[src/rtl/door_plate_ctl.sv]
// Pressure-plate door controller: every output updates on the clk after a v_tick rising edge and holds otherwise.
// No backpressure; button_pressed is asserted only while the door is fully open.
module door_plate_ctl #(
  parameter int PLATE_XMIN  = 150,
  parameter int PLATE_XMAX  = 200,
  parameter int DOOR_XMIN   = 350,
  parameter int DOOR_XMAX   = 450,
  parameter int DOOR_HEIGHT = 120,
  parameter int STEP        = 4,
  parameter int HOLD_FRAMES = 60
) (
  input  logic        clk,
  input  logic        rst,
  input  logic        v_tick,
  input  logic [11:0] xpos_player1,
  input  logic [11:0] xpos_player2,
  output logic        button_pressed,
  output logic [11:0] door_open_amt,
  output logic [1:0]  door_state,
  output logic        plate_active
);

  typedef enum logic [1:0] {
    CLOSED  = 2'd0,
    OPENING = 2'd1,
    OPEN    = 2'd2,
    CLOSING = 2'd3
  } state_e;

  localparam logic [11:0] PL_MIN = 12'(PLATE_XMIN);
  localparam logic [11:0] PL_MAX = 12'(PLATE_XMAX);
  localparam logic [11:0] DR_MIN = 12'(DOOR_XMIN);
  localparam logic [11:0] DR_MAX = 12'(DOOR_XMAX);
  localparam logic [11:0] HEIGHT = 12'(DOOR_HEIGHT);
  localparam logic [11:0] STP    = 12'(STEP);
  localparam logic [11:0] HOLD   = 12'(HOLD_FRAMES);

  state_e      state_q;
  logic [11:0] amt_q;
  logic [11:0] hold_q;
  logic        btn_q;
  logic        plate_q;
  logic        v_tick_old_q;

  logic        frame;
  logic        on_plate;
  logic        occupied;
  logic [11:0] amt_up_d;
  logic [11:0] amt_dn_d;

  assign frame    = v_tick && !v_tick_old_q;
  assign on_plate = (xpos_player1 >= PL_MIN && xpos_player1 <= PL_MAX) ||
                    (xpos_player2 >= PL_MIN && xpos_player2 <= PL_MAX);
  // Strict bounds: a player pushed against the closed barrier edge does not hold the door.
  assign occupied = (xpos_player1 > DR_MIN && xpos_player1 < DR_MAX) ||
                    (xpos_player2 > DR_MIN && xpos_player2 < DR_MAX);

  // Saturate before stepping so the 12-bit amount never wraps.
  assign amt_up_d = (HEIGHT - amt_q <= STP) ? HEIGHT : amt_q + STP;
  assign amt_dn_d = (amt_q <= STP) ? 12'd0 : amt_q - STP;

  always_ff @(posedge clk) begin
    if (rst) begin
      state_q      <= CLOSED;
      amt_q        <= 12'd0;
      hold_q       <= 12'd0;
      btn_q        <= 1'b0;
      plate_q      <= 1'b0;
      v_tick_old_q <= 1'b0;
    end else begin
      v_tick_old_q <= v_tick;
      if (frame) begin
        plate_q <= on_plate;
        unique case (state_q)
          CLOSED: begin
            if (on_plate) begin
              state_q <= OPENING;
              amt_q   <= amt_up_d;
            end
          end
          OPENING: begin
            if (on_plate || occupied) begin
              amt_q <= amt_up_d;
              if (amt_up_d == HEIGHT) begin
                state_q <= OPEN;
                hold_q  <= HOLD;
                btn_q   <= 1'b1;
              end
            end else begin
              amt_q   <= amt_dn_d;
              state_q <= (amt_dn_d == 12'd0) ? CLOSED : CLOSING;
            end
          end
          OPEN: begin
            if (on_plate || occupied) begin
              hold_q <= HOLD;
            end else if (hold_q != 12'd0) begin
              hold_q <= hold_q - 12'd1;
            end else begin
              state_q <= CLOSING;
              amt_q   <= amt_dn_d;
              btn_q   <= 1'b0;
            end
          end
          CLOSING: begin
            if (on_plate) begin
              state_q <= OPENING;
              amt_q   <= amt_up_d;
            end else begin
              amt_q <= amt_dn_d;
              if (amt_dn_d == 12'd0) state_q <= CLOSED;
            end
          end
        endcase
      end
    end
  end

  assign button_pressed = btn_q;
  assign door_open_amt  = amt_q;
  assign door_state     = state_q;
  assign plate_active   = plate_q;

endmodule

[config.mk]
export PLATFORM = sky130hd
export DESIGN_NAME = door_plate_ctl
export DESIGN_NICKNAME = d
export VERILOG_FILES = /design/src/rtl/door_plate_ctl.sv
export SDC_FILE = /design/constraint.sdc
export NUM_CORES = 1
export LEC_CHECK = 0
export ABC_AREA = 0
export BUFFER_PORTS_ARGS = -buffer_cell sky130_fd_sc_hd__buf_2
export CAP_MARGIN = 5
export CORE_MARGIN = 8
export CORE_UTILIZATION = 45
export DETAILED_ROUTE_END_ITERATION = 10
export PLACE_DENSITY = 0.75
export SETUP_SLACK_MARGIN = 0.15
export SYNTH_ARGS = -nofsm -noshare
export SYNTH_HDL_FRONTEND = slang
export SYNTH_SLANG_ARGS = --single-unit
[constraint.sdc]
create_clock -name clk -period 5.05 [get_ports clk]
set_input_delay 0 -clock clk [delete_from_list [all_inputs] [get_ports clk]]
set_output_delay 0 -clock clk [all_outputs]
set_load 0.01 [all_outputs]
==> run metrics <==
Worst EP arrival 3400 ps; number of nets produced by synthesis ~360; status complete, no violations; mean area per synthesized cell 7.39 µm²; Final Core Density 51.1%; CP required 5230 ps; post-synthesis to final-layout area growth 12.6%; number of remaining DRC errors 0; post-route clock period utilization 63.7%; via density per instance 6.03; total count of hold-check failures in the final report 0; clock buffers created by TritonCTS 5; largest net degree at the start of global routing 27; Worst VDD drop 114 µV; cell count after synthesis 330; overall global routing resource usage about 17%; via count of the first global-routing pass between 2000 and 2500; asr flop ratio synth 0%; worst slew margin relative to its limit 54.1%; overall overflow remaining after global route 0; total half-perimeter wirelength after legalization and detailed placement about 4600 µm; class of the most critical hold timing path in -> reg; Seq/Total Area, Yosys 23.8%; routed vias about 2600; die outline width roughly 90 µm; number of I/O port buffers 42; full die area 8030 µm²; area of all placed cells without fillers 2750 µm²; share of the synthesized area in the top cell type 23.8%; maximum level of the CTS H-tree 2; number of pins exceeding their max-slew limit in the final report 0; capturing element type of the critical path flip-flop; placer's final routability congestion estimate 0.941; worst hold-check slack 180 ps; Starting DRT DRC Count just under 300; total I/O pin count 43; Primary FF master, synth sky130_fd_sc_hd__dfxtp_1; antenna cell count 0; final setup violating endpoints 0; number of antenna violations at the first check in global routing 0; count of nets after finishing 390; top fanout value on the critical path 16; number of storage elements in the synthesis netlist 29; final critical path time including I/O delays and setup 3220 ps; CP Launch Type flip-flop; Clock Latency Late Sink 280 ps; layout cells sized above 1 18.2%; aggregate negative setup slack 0 ps; worst slack at placement 1900 ps; largest cells by area after synthesis sky130_fd_sc_hd__dfxtp_1, sky130_fd_sc_hd__a21oi_1, sky130_fd_sc_hd__nand2_1; count of hold-fix buffers inserted at cts 1; CTS clk-pin slew, worst paths 70 ps; Gates resized, CTS repair 0; starting density of the core 45.4%; setup repair after global routing missed its margin false; number of distinct library cells after synthesis 67; drt pass-1 iters 5; buffer depth of the longest clock path 2; Core Region about 5400 µm²; Post-Place Cell Area 2630 µm²; most area-hungry cell type in the Yosys netlist sky130_fd_sc_hd__dfxtp_1; number of synthesized flops with an enable pin 0; die span in y 89.6 µm; leakage power of the design about 1.1 nW; clock root buffer sky130_fd_sc_hd__clkbuf_8; placement row count 27; total wirelength of the detailed-routed design 6330 µm; Worst Max-Slew Pin Slew between 600 and 700 ps; clock sink count 29; clock tree from TritonCTS built; antenna viol nets, final 0; most common library cells after synthesis sky130_fd_sc_hd__nand2_1, sky130_fd_sc_hd__dfxtp_1, sky130_fd_sc_hd__a21oi_1; pwr dens 201 nW/µm²; global-route wire length before repair between 10000 and 15000 µm; Achievable Freq 311 MHz; dominant cell by count in the synthesized netlist sky130_fd_sc_hd__nand2_1; crit path setup slack, layout around 1800 ps; Synthesis Warnings 0; max cap viols 0; Syn Std Cell Area 2440 µm²; setup skew after layout about 8.1 ps; buffer count from post-CTS setup fixing 0; average wire per standard cell 14.7 µm; kind of critical path reg -> reg
-- cell families (layout without fill, tap and decap cells) --
family          Yosys count  after routing  synth area share [%]
flops                    29             29                  23.8
fa+ha+maj                 5              5                  2.56
compound gates          110            110                  33.6
buf+inv                  34             62                  6.41
xor+xnor                  8              8                  2.87
simple gates            143            143                  30.3
mux                       1              1                 0.410
-- per-stage QoR --
stage               total power [mW]  std cells
floorplan                      0.295        330
global placement               0.321        422
detailed placement             0.322        422
CTS                            0.557        430
global route                   0.579        430
finish                         0.551        430
-- area by class of cell --
cell class | instances | area [µm²]
clock buffer | 5 | 68.8
clock inverter | 2 | 35.0
fill | 515 | 2630
inverter | 11 | 41.3
multi-input combinational | 267 | 1700
sequential | 29 | 581
tap | 72 | 90.1
timing repair buffer | 44 | 228
-- critical path: stages (launching register included) --
cell and delay [ps]:
sky130_fd_sc_hd__dfxtp_1 630, sky130_fd_sc_hd__inv_1 130, sky130_fd_sc_hd__ha_1 270, sky130_fd_sc_hd__nor2b_1 140, sky130_fd_sc_hd__a221o_1 310, sky130_fd_sc_hd__a2111o_1 460, sky130_fd_sc_hd__o21ai_0 150, sky130_fd_sc_hd__o211ai_1 160
sky130_fd_sc_hd__o21ai_2 490, sky130_fd_sc_hd__a21boi_0 170, sky130_fd_sc_hd__o21a_1 210
-- path summary, 6_finish.rpt --
kind / slack, ps / cells after the start / from / endpoint
setup reg to reg: 1830 / 10 / door_open_amt[2] / hold_q[7]
setup / recovery: 1830 / 10 / door_open_amt[2] / hold_q[7]
hold / removal: 180 / 2 / rst / v_tick_old_q
hold reg to reg: 450 / 2 / button_pressed / button_pressed
-- routing by layer --
| metal | track usage [%] | share of wire (%) |
|---|---|---|
| met1 | 21.6 | 46 |
| met2 | 25.7 | 44 |
| met3 | 3.73 | 7.5 |
| met4 | 7.10 | 1.8 |
| met5 | 0 | 0 |
-- report_power, final --
group	switching, mW	internal [mW]
registers	0.00761	0.231
clock network	0.0893	0.143
logic	0.0490	0.0308
total	0.146	0.405
-- flip-flops by register name, indices dropped and copies added (netlist names), named ones only --
register / cells
door_state: 1
hold_q: 12
button_pressed: 1
door_open_amt: 12
plate_active: 1
v_tick_old_q: 1
-- placed cells by master, fill, tap and decap left out, types with 4 or more instances in the layout --
cell / Yosys / routed
sky130_fd_sc_hd__inv_1: 11 / 11
sky130_fd_sc_hd__and2_1: 5 / 5
sky130_fd_sc_hd__nand3_1: 14 / 14
sky130_fd_sc_hd__nor3_1: 22 / 22
sky130_fd_sc_hd__ha_1: 5 / 5
sky130_fd_sc_hd__buf_2: 8 / 42
sky130_fd_sc_hd__o21ai_0: 14 / 14
sky130_fd_sc_hd__nand4_1: 6 / 6
sky130_fd_sc_hd__nor2b_1: 5 / 5
sky130_fd_sc_hd__nand2_1: 32 / 32
sky130_fd_sc_hd__xnor2_1: 4 / 4
sky130_fd_sc_hd__o31ai_1: 5 / 5
sky130_fd_sc_hd__nor2_1: 24 / 24
sky130_fd_sc_hd__a21oi_1: 25 / 25
sky130_fd_sc_hd__xor2_1: 4 / 4
sky130_fd_sc_hd__a21o_1: 4 / 4
sky130_fd_sc_hd__or3_1: 8 / 8
sky130_fd_sc_hd__nor3b_1: 6 / 6
sky130_fd_sc_hd__a211oi_1: 7 / 7
sky130_fd_sc_hd__dfxtp_1: 29 / 29
sky130_fd_sc_hd__nand2b_1: 4 / 4
sky130_fd_sc_hd__clkbuf_8: 0 / 5
sky130_fd_sc_hd__a31oi_1: 6 / 6
(Power assumes the default switching activity.)
